**config.mk**
```make
export PLATFORM = sky130hd
export DESIGN_NAME = multicycle_control
export DESIGN_NICKNAME = d
export VERILOG_FILES = /design/src/rtl/multicycle_control_pkg.sv /design/src/rtl/multicycle_output_decode.sv /design/src/rtl/multicycle_control.sv
export SDC_FILE = /design/constraint.sdc
export NUM_CORES = 1
export LEC_CHECK = 0
export CORE_MARGIN = 5
export CORE_UTILIZATION = 38
export DETAILED_ROUTE_END_ITERATION = 10
export GPL_TIMING_DRIVEN = 0
export PLACE_DENSITY = 0.74
export SYNTH_ARGS = -nofsm -noshare
export SYNTH_HDL_FRONTEND = slang
export SYNTH_HIERARCHICAL = 1
export SYNTH_SLANG_ARGS = --single-unit
export TNS_END_PERCENT = 1
```
**constraint.sdc**
```tcl
create_clock -name clk -period 1.33 [get_ports clk]
set_input_delay 0.133 -clock clk [delete_from_list [all_inputs] [get_ports clk]]
set_output_delay 0.133 -clock clk [all_outputs]
set_load 0.01 [all_outputs]
```
**src/rtl/multicycle_control_pkg.sv**
```systemverilog
// Shared types and encodings for the multicycle MIPS-subset main control unit.
// The ALU control decoder imports the same ALUOp encodings from here.
package multicycle_control_pkg;

   typedef enum logic [3:0] {
      FETCH  = 4'd0,
      DECODE = 4'd1,
      MEMADR = 4'd2,
      MEMRD  = 4'd3,
      MEMWB  = 4'd4,
      MEMWR  = 4'd5,
      EXEC   = 4'd6,
      RWB    = 4'd7,
      BRANCH = 4'd8,
      JUMP   = 4'd9
   } state_t;

   localparam logic [5:0] OP_RTYPE = 6'd0;
   localparam logic [5:0] OP_LW    = 6'd35;
   localparam logic [5:0] OP_SW    = 6'd43;
   localparam logic [5:0] OP_BEQ   = 6'd4;
   localparam logic [5:0] OP_J     = 6'd2;

   localparam logic [1:0] ALUOP_ADD   = 2'b00;
   localparam logic [1:0] ALUOP_SUB   = 2'b01;
   localparam logic [1:0] ALUOP_FUNCT = 2'b10;

   localparam logic [1:0] SRCB_B       = 2'b00;
   localparam logic [1:0] SRCB_FOUR    = 2'b01;
   localparam logic [1:0] SRCB_IMM     = 2'b10;
   localparam logic [1:0] SRCB_IMM_SH2 = 2'b11;

   localparam logic [1:0] PCSRC_ALU    = 2'b00;
   localparam logic [1:0] PCSRC_ALUOUT = 2'b01;
   localparam logic [1:0] PCSRC_JUMP   = 2'b10;

   typedef struct packed {
      logic       pc_write;
      logic       pc_write_cond;
      logic       i_or_d;
      logic       mem_read;
      logic       mem_write;
      logic       ir_write;
      logic       mem_to_reg;
      logic       reg_dst;
      logic       reg_write;
      logic       alu_src_a;
      logic [1:0] alu_src_b;
      logic [1:0] alu_op;
      logic [1:0] pc_source;
   } ctrl_t;

   function automatic logic is_legal_op(input logic [5:0] op);
      return (op == OP_RTYPE) || (op == OP_LW) || (op == OP_SW) ||
             (op == OP_BEQ)   || (op == OP_J);
   endfunction

endpackage

```
**src/rtl/multicycle_output_decode.sv**
```systemverilog
// Moore output decode: state (plus MemReady for the FETCH-cycle IR/PC loads)
// to the datapath control word. Unreachable encodings decode to all zeros.
module multicycle_output_decode
   import multicycle_control_pkg::*;
(
   input  state_t state_i,
   input  logic   mem_ready_i,
   output ctrl_t  ctrl_o
);

   always_comb begin
      // NOTE: every field gets a default first, so no path through the case can infer a latch.
      ctrl_o = '0;
      unique case (state_i)
         FETCH: begin
            ctrl_o.mem_read  = 1'b1;
            ctrl_o.alu_src_b = SRCB_FOUR;
            ctrl_o.alu_op    = ALUOP_ADD;
            ctrl_o.pc_source = PCSRC_ALU;
            ctrl_o.ir_write  = mem_ready_i;
            ctrl_o.pc_write  = mem_ready_i;
         end
         DECODE: begin
            ctrl_o.alu_src_b = SRCB_IMM_SH2;
            ctrl_o.alu_op    = ALUOP_ADD;
         end
         MEMADR: begin
            ctrl_o.alu_src_a = 1'b1;
            ctrl_o.alu_src_b = SRCB_IMM;
            ctrl_o.alu_op    = ALUOP_ADD;
         end
         MEMRD: begin
            ctrl_o.mem_read = 1'b1;
            ctrl_o.i_or_d   = 1'b1;
         end
         MEMWB: begin
            ctrl_o.reg_write  = 1'b1;
            ctrl_o.mem_to_reg = 1'b1;
         end
         MEMWR: begin
            ctrl_o.mem_write = 1'b1;
            ctrl_o.i_or_d    = 1'b1;
         end
         EXEC: begin
            ctrl_o.alu_src_a = 1'b1;
            ctrl_o.alu_src_b = SRCB_B;
            ctrl_o.alu_op    = ALUOP_FUNCT;
         end
         RWB: begin
            ctrl_o.reg_write = 1'b1;
            ctrl_o.reg_dst   = 1'b1;
         end
         BRANCH: begin
            ctrl_o.alu_src_a     = 1'b1;
            ctrl_o.alu_src_b     = SRCB_B;
            ctrl_o.alu_op        = ALUOP_SUB;
            ctrl_o.pc_write_cond = 1'b1;
            ctrl_o.pc_source     = PCSRC_ALUOUT;
         end
         JUMP: begin
            ctrl_o.pc_write  = 1'b1;
            ctrl_o.pc_source = PCSRC_JUMP;
         end
         default: ctrl_o = '0;
      endcase
   end

endmodule

```
**src/rtl/multicycle_control.sv**
```systemverilog
// Multicycle main control FSM: state register and next-state logic, with the
// control word decoded by multicycle_output_decode and forced low during reset.
module multicycle_control
   import multicycle_control_pkg::*;
(
   input  logic       clk,
   input  logic       reset,
   input  logic [5:0] Op,
   input  logic       MemReady,
   output logic       PCWrite,
   output logic       PCWriteCond,
   output logic       IorD,
   output logic       MemRead,
   output logic       MemWrite,
   output logic       IRWrite,
   output logic       MemtoReg,
   output logic       RegDst,
   output logic       RegWrite,
   output logic       ALUSrcA,
   output logic [1:0] ALUSrcB,
   output logic [1:0] ALUOp,
   output logic [1:0] PCSource,
   output logic       Illegal
);

   state_t state_q, state_d;
   ctrl_t  ctrl;
   logic   illegal_d;

   always_ff @(posedge clk) begin
      // NOTE: sequential state uses non-blocking assignment so every flop samples pre-edge values.
      if (reset) state_q <= FETCH;
      else       state_q <= state_d;
   end

   always_comb begin
      state_d   = FETCH;
      illegal_d = 1'b0;
      unique case (state_q)
         FETCH:  state_d = MemReady ? DECODE : FETCH;
         DECODE: begin
            unique case (Op)
               OP_LW, OP_SW: state_d = MEMADR;
               OP_RTYPE:     state_d = EXEC;
               OP_BEQ:       state_d = BRANCH;
               OP_J:         state_d = JUMP;
               default: begin
                  state_d   = FETCH;
                  illegal_d = 1'b1;
               end
            endcase
         end
         MEMADR: state_d = (Op == OP_SW) ? MEMWR : MEMRD;
         MEMRD:  state_d = MemReady ? MEMWB : MEMRD;
         MEMWB:  state_d = FETCH;
         MEMWR:  state_d = MemReady ? FETCH : MEMWR;
         EXEC:   state_d = RWB;
         RWB:    state_d = FETCH;
         BRANCH: state_d = FETCH;
         JUMP:   state_d = FETCH;
         default: state_d = FETCH;
      endcase
   end

   multicycle_output_decode u_output_decode (
      .state_i     (state_q),
      .mem_ready_i (MemReady),
      .ctrl_o      (ctrl)
   );

   // Reset aborts any in-flight access, so nothing may write in a reset cycle.
   always_comb begin
      PCWrite     = ctrl.pc_write      & ~reset;
      PCWriteCond = ctrl.pc_write_cond & ~reset;
      IorD        = ctrl.i_or_d        & ~reset;
      MemRead     = ctrl.mem_read      & ~reset;
      MemWrite    = ctrl.mem_write     & ~reset;
      IRWrite     = ctrl.ir_write      & ~reset;
      MemtoReg    = ctrl.mem_to_reg    & ~reset;
      RegDst      = ctrl.reg_dst       & ~reset;
      RegWrite    = ctrl.reg_write     & ~reset;
      ALUSrcA     = ctrl.alu_src_a     & ~reset;
      ALUSrcB     = ctrl.alu_src_b     & {2{~reset}};
      ALUOp       = ctrl.alu_op        & {2{~reset}};
      PCSource    = ctrl.pc_source     & {2{~reset}};
      Illegal     = illegal_d          & ~reset;
   end

endmodule

```
* Yosys cells after proc, flatten, opt, wreduce, memory -nomap -nowiden *
Cells that the tools add are included.

storage, ports and cells
  register bits after elaboration = 4
  output and inout bits = 17

operators by class
  eq/ne operators = 13
  multiplexer cells = 20
  bitwise logic cells = 15
  reduce and logical (&&, ||, !) cells = 8

operator list
  cell                                            count
  case mux 4 bit (6 select lines)                 1
  case mux 4 bit (5 select lines)                 1
  == test 4 x 3 -> 1 bit (second input constant)  4
  case mux 4 bit (4 select lines)                 1
  == test 6 bit (second input constant)           2
  2-to-1 mux 1 bit                                12
  AND 1 bit                                       11
  2-to-1 mux 3 bit                                3
  == test 4 x 2 -> 1 bit (second input constant)  2
  == test 4 bit (second input constant)           2
  OR reduction 2 bit                              4
  AND 2 bit                                       3
  == test 6 x 2 -> 1 bit (second input constant)  1
  == test 6 x 3 -> 1 bit (second input constant)  1
  logical NOT 6 bit                               1
  OR reduction 5 bit                              1
  == test 4 x 1 -> 1 bit (second input constant)  1
  logical NOT 4 bit                               1
  case mux 2 bit (2 select lines)                 1
  OR reduction 3 bit                              1
  case mux 1 bit (2 select lines)                 1
  NOT 1 bit                                       1

* Logic depth before layout (Yosys ltp) *
Gate-level depths: netlist of run 1.

  depth in word-level cells = 5
  mapped depth = 5

* By module *
The synthesis of run 1 kept the hierarchy.

modules (own cells, without submodules)
  module                    times used  cells each  area each (um2)
  multicycle_control        1           59          456.7
  multicycle_output_decode  1           30          202.7

* Worst setup path after synthesis of run 1 *
Ideal clock, no wire load.

  path type = register to output
  start point = register state_q[3]
  end point = output port PCWriteCond
  arrival time = 1.256 ns
  setup slack = -0.059 ns
  cell stages (with the launch flop) = 6
  buffers on the path = 2
  path through = dfxtp_1 > buf_2 > nand2b_1 > nor3_1 > buf_4 > nor2b_1

RTL lines
  what                      RTL line                  text
  start: declaration        multicycle_control.sv:26  state_t state_q, state_d;
  start signal: assignment  multicycle_control.sv:33  else state_q <= state_d;
  end: declaration          multicycle_control.sv:11  output logic PCWriteCond,

==> metrics.txt, run 1 <==
# TYPE chip_impl_metric gauge
chip_impl_info{name="startpoint",value="state_q[3]"} 1
chip_impl_metric{name="finClkSkew",unit="ps"} 3.87
chip_impl_info{name="yosysTopAreaCell",value="nor2b_1"} 1
chip_impl_metric{name="post_layout_cell_count",unit=""} 141
chip_impl_metric{name="crit_required",unit="ps"} 1200
chip_impl_info{name="critical_path.cell_chain",value="or3b_1 -> a211oi_2 -> nor2b_1 -> buf_2"} 1
chip_impl_metric{name="core.rowCount",unit=""} 15
chip_impl_metric{name="finalSetupViolations",unit=""} 17
chip_impl_metric{name="drt_drc_violations_left",unit=""} 0
chip_impl_metric{name="final_nets",unit=""} 135
chip_impl_info{name="final_common_cell",value="buf_2"} 1
chip_impl_metric{name="path_clk_slew",unit="ps"} 40
chip_impl_metric{name="detail_route.wl_per_cell",unit="µm"} 13.7
chip_impl_metric{name="tritoncts.num_buffers",unit=""} 3
chip_impl_metric{name="grt_util_all_layers",unit="%"} 15.1
chip_impl_metric{name="transition_time_of_the_tightest_slew_check_pin",unit="ps"} 413
chip_impl_metric{name="timing.final.ws_setup",unit="ps"} -263
chip_impl_info{name="rsz0062_at_grt",value="yes"} 1
chip_impl_info{name="violations",value="negative setup slack"} 1
chip_impl_metric{name="r2r_cells",unit=""} 5
chip_impl_metric{name="yosysTopAreaCellShare",unit="%"} 16.1
chip_impl_metric{name="first_global_vias",unit=""} 736
chip_impl_metric{name="power_density",unit="nW/µm²"} 407
chip_impl_metric{name="placedCellCount",unit=""} 130
chip_impl_info{name="crit_path_top_delay_cell",value="or3b_1"} 1
chip_impl_metric{name="total_leakage_power",unit="µW"} 0.000435
chip_impl_metric{name="detail_route.iter0.violations",unit=""} 10
chip_impl_metric{name="cp_num_cells",unit=""} 4
chip_impl_metric{name="die-width",unit="µm"} 51.7
chip_impl_metric{name="critical_path_buf_inv_count",unit=""} 1
chip_impl_metric{name="gr-total-overflow",unit=""} 0
chip_impl_info{name="crit_path_end_kind",value="output pin"} 1
chip_impl_metric{name="finalCriticalPeriod",unit="ps"} 1590
chip_impl_info{name="path_delay_family",value="simple AND/OR/NAND/NOR gates"} 1
chip_impl_metric{name="critPathMaxFanout",unit=""} 7
chip_impl_metric{name="num_vias",unit=""} 750
chip_impl_metric{name="grt_start_max_net_pins",unit=""} 11
chip_impl_metric{name="detailedRoute.firstPassIterationCount",unit=""} 4
chip_impl_metric{name="syn_inst",unit=""} 89
chip_impl_info{name="run_status",value="finished, violations left"} 1
chip_impl_info{name="worst_r2r_endpoint",value="state_q[1]"} 1
chip_impl_metric{name="setup_total_negative_slack",unit="ps"} -2230
chip_impl_metric{name="timing.slew.headroom",unit="%"} 72.5
chip_impl_metric{name="grt_first_pass_wirelength",unit="µm"} 3120
chip_impl_metric{name="final-hold-violation-count",unit=""} 0
chip_impl_metric{name="place_hpwl",unit="µm"} 1290
chip_impl_metric{name="cp_data_arrival_time",unit="ps"} 1460
chip_impl_metric{name="clock_sinks",unit=""} 4
chip_impl_metric{name="detail_route.vias_per_cell",unit=""} 5.32
chip_impl_metric{name="io_pins",unit=""} 26
chip_impl_metric{name="ys_types",unit=""} 36
chip_impl_metric{name="largest_stage_delay_on_the_critical_path",unit="ps"} 390
chip_impl_metric{name="full_die_area",unit="µm²"} 2670
chip_impl_metric{name="cts_max_level",unit=""} 1
chip_impl_metric{name="maxClockFrequency",unit="GHz"} 0.628
chip_impl_metric{name="synthesis.yosys.warnings",unit=""} 6
chip_impl_info{name="critical_path.reg2reg.startpoint",value="state_q[0]"} 1
chip_impl_metric{name="antenna_found_initial",unit=""} 0
chip_impl_info{name="timing.setup.critical_path_class",value="reg -> out"} 1
chip_impl_info{name="registers_with_the_most_flip_flops",value="state_q: 4 flops"} 1
chip_impl_info{name="worstHoldPathType",value="in -> reg"} 1
chip_impl_info{name="final_cell_mix",value="buf_2 (16), nor2b_1 (15)"} 1
chip_impl_metric{name="synth_nets",unit=""} 98
chip_impl_info{name="whs_endpoint",value="state_q[0]"} 1
chip_impl_metric{name="io_buffers",unit=""} 24
chip_impl_info{name="critPathLaunchType",value="register"} 1
chip_impl_metric{name="gpl_congestion",unit=""} 0.809
chip_impl_metric{name="num_antenna_cells",unit=""} 0
chip_impl_info{name="hold_path_startpoint",value="reset"} 1
chip_impl_metric{name="clkLatencyLatePin",unit="ps"} 240
chip_impl_metric{name="ir_drop",unit="V"} 0.000357
chip_impl_info{name="post_synth_main_area_contributors",value="nor2b_1 (16%), dfxtp_1 (12%), nor3_1 (5.3%), buf_6 (5.1%), nand2b_1 (4.7%)"} 1
chip_impl_metric{name="floorplan.initialDensity",unit="%"} 39.0
chip_impl_metric{name="r2r_slack",unit="ps"} 50
chip_impl_metric{name="syn_to_final_growth",unit="%"} 61.7
chip_impl_info{name="max_flop_register",value="state_q"} 1
chip_impl_metric{name="synth-seq-cells",unit=""} 4
chip_impl_info{name="cts_root_buffer",value="clkbuf_4"} 1
chip_impl_metric{name="die_h",unit="µm"} 51.7
chip_impl_info{name="cts_tree",value="yes"} 1
chip_impl_metric{name="worstHoldPathCells",unit=""} 3
chip_impl_metric{name="synth-seq-area-share",unit="%"} 12.1
chip_impl_metric{name="core_area",unit="µm²"} 1690
chip_impl_metric{name="finalCritPeriodShare",unit="%"} 120
chip_impl_metric{name="largest_register_ff_count",unit=""} 4
chip_impl_metric{name="postRouteAntennaNets",unit=""} 0
chip_impl_metric{name="synth_area_per_cell",unit="µm²"} 7.41
chip_impl_metric{name="combined_area_of_all_synthesized_cells",unit="µm²"} 659
chip_impl_metric{name="drive_gt1_share",unit="%"} 48.4
chip_impl_metric{name="clock_path_buffers",unit=""} 2
chip_impl_metric{name="timing.max_cap.violations",unit=""} 0
chip_impl_metric{name="total_routed_length",unit="µm"} 1930
chip_impl_metric{name="final_max_slew_viol_count",unit=""} 0
==> power by group <==
group / switching [µW] / internal [µW] / total [µW]
logic: 73.5 / 83.3 / 157
clock network: 50.7 / 101 / 152
registers: 6.13 / 119 / 125
==> final cells by class <==
type / count / area, µm²
plain buffers: 8 / 82.6
clock buffers: 3 / 22.5
fillers: 162 / 623
inverters: 1 / 3.75
multi-input cells: 76 / 603
flip-flops and latches: 4 / 92.6
well taps: 17 / 21.3
repair buffers: 32 / 240
==> worst reg2reg max path: cells and delay by family, from the launching register on <==
kind | cells | cell delay, ps
flops | 1 | 360
simple gates | 1 | 150
compound gates | 2 | 420
buf+inv | 2 | 280
==> per-layer routing <==
layer | global-route usage, % | vias up | share of wire (%)
li1 | - | 383 | -
met1 | 13.8 | 341 | 41
met2 | 32.4 | 26 | 54
met3 | 2.29 | 0 | 5.3
met4 | 4.80 | 0 | 0
met5 | 0 | - | 0
==> worst max-delay path by stage <==
stage | slack [ps] | endpoint
after floorplan | -20 | PCWrite
after global placement | -740 | PCWrite
after detailed placement | -730 | PCWrite
after CTS | -260 | PCWrite
after global routing | -330 | ALUSrcA
final | -260 | PCWrite
==> synth_stat cells <==
cell      number
and4b_1        1
buf_6          3
nor2b_1       17
o22ai_1        1
nand2b_4       1
a21oi_2        1
nand2_1        5
nor4b_4        1
o21a_1         1
mux2_2         1
nor4_1         3
and3_1         2
nor2_1         7
a211oi_2       1
a311oi_2       1
a21boi_1       1
and4_1         1
mux2i_1        1
dfxtp_1        4
a31oi_1        1
o21ai_0        4
nand2b_1       5
xor2_1         2
or3b_1         2
a21oi_1        1
nand4b_1       1
xnor2_1        1
and2_1         1
a32o_1         1
buf_2          2
nor3_1         7
nor3b_1        3
buf_4          2
inv_1          1
nand4_1        1
clkbuf_1       1
==> cell families after synthesis <==
family	Yosys count	share of synthesized area, %
AOI/OAI and AO/OA	13	15.0
xor gates and xnor gates	3	3.99
buffers and inverters	9	10.1
DFF	4	12.1
muxes	2	3.23
and+or+nand+nor	58	55.6
==> what timing repair did <==
action,CTS,global route
endpoints found under the setup margin,17,19
setup buffers,7,0
pin swaps,4,1
hold endpoints to repair,0,0
hold buffers,0,0
gates cloned,1,0
resized for setup,91,5
==> per-stage QoR <==
| stage | total power, µW | utilization (%) | hold WS, ps | area (µm²) | worst slack (ps) |
|---|---|---|---|---|---|
| 5_1_grt | 467 | 63.1 | 231 | 1070 | -330 |
| 6_report | 433 | 63.1 | 220 | 1070 | -263 |
| 2_1_floorplan | 205 | - | 331 | 661 | -22.1 |
| 4_1_cts | 437 | 62.0 | 213 | 1050 | -257 |
| 3_3_place_gp | 263 | 54.6 | 450 | 922 | -736 |
| 3_5_place_dp | 265 | 54.6 | 455 | 922 | -732 |
Note: power is estimated with default switching activity, not from simulation.
==> run 2, diff against run 1 <==
- clock period: 1.33 -> 1.3 ns (I/O delays scaled with it)
==> metrics.txt, run 2 (synthesized netlist as in run 1, its figures left out) <==
# TYPE chip_impl_metric gauge
chip_impl_metric{name="io_buffers",unit=""} 24
chip_impl_metric{name="r2r_cells",unit=""} 5
chip_impl_metric{name="total_leakage_power",unit="µW"} 0.000435
chip_impl_metric{name="syn_to_final_growth",unit="%"} 62.2
chip_impl_metric{name="io_pins",unit=""} 26
chip_impl_info{name="cts_tree",value="yes"} 1
chip_impl_info{name="critical_path.reg2reg.startpoint",value="state_q[0]"} 1
chip_impl_info{name="rsz0062_at_grt",value="yes"} 1
chip_impl_metric{name="worstHoldPathCells",unit=""} 3
chip_impl_metric{name="clock_path_buffers",unit=""} 2
chip_impl_metric{name="grt_start_max_net_pins",unit=""} 11
chip_impl_metric{name="maxClockFrequency",unit="GHz"} 0.631
chip_impl_metric{name="crit_required",unit="ps"} 1170
chip_impl_metric{name="drive_gt1_share",unit="%"} 49.2
chip_impl_metric{name="floorplan.initialDensity",unit="%"} 39.0
chip_impl_metric{name="full_die_area",unit="µm²"} 2670
chip_impl_metric{name="path_clk_slew",unit="ps"} 40
chip_impl_metric{name="detail_route.iter0.violations",unit=""} 10
chip_impl_metric{name="r2r_slack",unit="ps"} 10
chip_impl_metric{name="num_vias",unit=""} 757
chip_impl_metric{name="clkLatencyLatePin",unit="ps"} 230
chip_impl_metric{name="p_total",unit="µW"} 444
chip_impl_metric{name="setup_total_negative_slack",unit="ps"} -2640
chip_impl_info{name="registers_with_the_most_flip_flops",value="state_q: 4 flops"} 1
chip_impl_metric{name="place_hpwl",unit="µm"} 1290
chip_impl_info{name="final_common_cell",value="buf_2"} 1
chip_impl_metric{name="detail_route.vias_per_cell",unit=""} 5.37
chip_impl_metric{name="finalCriticalPeriod",unit="ps"} 1590
chip_impl_info{name="worst_r2r_endpoint",value="state_q[1]"} 1
chip_impl_metric{name="largest_register_ff_count",unit=""} 4
chip_impl_metric{name="die-width",unit="µm"} 51.7
chip_impl_metric{name="timing.slew.headroom",unit="%"} 72.4
chip_impl_metric{name="power_density",unit="nW/µm²"} 415
chip_impl_metric{name="core_area",unit="µm²"} 1690
chip_impl_metric{name="gpl_congestion",unit=""} 0.809
chip_impl_metric{name="ir_drop",unit="V"} 0.000355
chip_impl_metric{name="num_antenna_cells",unit=""} 0
chip_impl_metric{name="first_global_vias",unit=""} 736
chip_impl_info{name="worstHoldPathType",value="in -> reg"} 1
chip_impl_info{name="whs_endpoint",value="state_q[0]"} 1
chip_impl_info{name="crit_path_end_kind",value="output pin"} 1
chip_impl_info{name="timing.setup.critical_path_class",value="reg -> out"} 1
chip_impl_info{name="final_cell_mix",value="buf_2 (16), nor2b_1 (15)"} 1
chip_impl_info{name="violations",value="negative setup slack"} 1
chip_impl_metric{name="finalSetupViolations",unit=""} 17
chip_impl_metric{name="final_nets",unit=""} 135
chip_impl_metric{name="die_h",unit="µm"} 51.7
chip_impl_info{name="run_status",value="finished, violations left"} 1
chip_impl_metric{name="core.rowCount",unit=""} 15
chip_impl_metric{name="detail_route.wl_per_cell",unit="µm"} 13.7
chip_impl_metric{name="timing.max_cap.violations",unit=""} 0
chip_impl_metric{name="grt_first_pass_wirelength",unit="µm"} 3120
chip_impl_info{name="crit_path_top_delay_cell",value="or3b_1"} 1
chip_impl_metric{name="detailed_place.area",unit="µm²"} 922
chip_impl_metric{name="cts_max_level",unit=""} 1
chip_impl_metric{name="hold_ws",unit="ps"} 217
chip_impl_metric{name="cts.hold.buffers_added",unit=""} 0
chip_impl_info{name="critical_path.cell_chain",value="or3b_1 -> a211oi_2 -> nor2b_1 -> buf_2"} 1
chip_impl_metric{name="timing.final.ws_setup",unit="ps"} -285
chip_impl_info{name="hold_path_startpoint",value="reset"} 1
chip_impl_metric{name="transition_time_of_the_tightest_slew_check_pin",unit="ps"} 413
chip_impl_metric{name="drt_drc_violations_left",unit=""} 0
chip_impl_info{name="cts_root_buffer",value="clkbuf_4"} 1
chip_impl_metric{name="finClkSkew",unit="ps"} 0.467
chip_impl_metric{name="detailedRoute.firstPassIterationCount",unit=""} 4
chip_impl_metric{name="antenna_found_initial",unit=""} 0
chip_impl_metric{name="finish.instance_area",unit="µm²"} 1070
chip_impl_metric{name="postRouteAntennaNets",unit=""} 0
chip_impl_info{name="max_flop_register",value="state_q"} 1
chip_impl_metric{name="cp_data_arrival_time",unit="ps"} 1460
chip_impl_metric{name="grt_util_all_layers",unit="%"} 15.1
chip_impl_metric{name="tritoncts.num_buffers",unit=""} 3
chip_impl_metric{name="gr-total-overflow",unit=""} 0
chip_impl_metric{name="largest_stage_delay_on_the_critical_path",unit="ps"} 390
chip_impl_metric{name="final-hold-violation-count",unit=""} 0
chip_impl_metric{name="finalCritPeriodShare",unit="%"} 122
chip_impl_metric{name="clock_sinks",unit=""} 4
chip_impl_metric{name="post_layout_cell_count",unit=""} 141
chip_impl_metric{name="total_routed_length",unit="µm"} 1940
chip_impl_metric{name="placedCellCount",unit=""} 130
chip_impl_metric{name="critPathMaxFanout",unit=""} 7
chip_impl_metric{name="final_max_slew_viol_count",unit=""} 0
chip_impl_info{name="critPathLaunchType",value="register"} 1
run 2: cell count changes in the layout (fill, tap and decap cells not counted):
cell / before / now
a21boi_1: 1 / 0
a21boi_2: 0 / 1
run 2: through the flow:
step / utilization (%) / setup slack [ps]
finish: 63.3 / -285
global route: 63.3 / -357
CTS: 62.0 / -284
detailed placement: 54.6 / -756
global placement: 54.6 / -760
floorplan: - / -49.1
run 2: layer usage:
layer | GRT usage (%) | up-vias | routed length [µm]
met1 | 13.8 | 347 | 787
met4 | 4.80 | 0 | 0
met5 | 0 | - | 0
met2 | 32.4 | 26 | 1040
li1 | - | 384 | -
met3 | 2.29 | 0 | 107
run 2: area by class of cell:
cell class | instances | area [µm²]
plain buffers | 8 | 82.6
flip-flops and latches | 4 | 92.6
repair buffers | 32 | 240
multi-input cells | 76 | 607
well taps | 17 | 21.3
inverters | 1 | 3.75
fillers | 160 | 619
clock buffers | 3 | 22.5
run 2: worst max path at each step:
stage / startpoint / cells past startpoint / slack, ps / end
global placement: MemReady / 5 / -760 / PCWrite
finish: state_q[3] / 4 / -290 / PCWrite
floorplan: state_q[0] / 4 / -50 / PCWrite
CTS: state_q[3] / 4 / -280 / PCWrite
global route: state_q[2] / 5 / -360 / ALUSrcA
detailed placement: MemReady / 5 / -760 / PCWrite
run 2: power by group:
group | internal (µW) | switching [µW]
Combinational | 85.5 | 75.7
Sequential | 122 | 6.28
Clock | 103 | 51.2
Total | 310 | 133
run 2: critical path, delay by kind of cell (launching register included):
family | cells | cell delay, ps
and+or+nand+nor | 2 | 540
AOI/OAI and AO/OA | 1 | 180
buffers and inverters | 1 | 140
DFF | 1 | 370
run 2: repair_timing:
action | in CTS | in global routing
pin swaps | 4 | 2
resized for setup | 91 | 6
endpoints found under the setup margin | 17 | 20
cloned | 1 | 0
setup buffers | 7 | 0
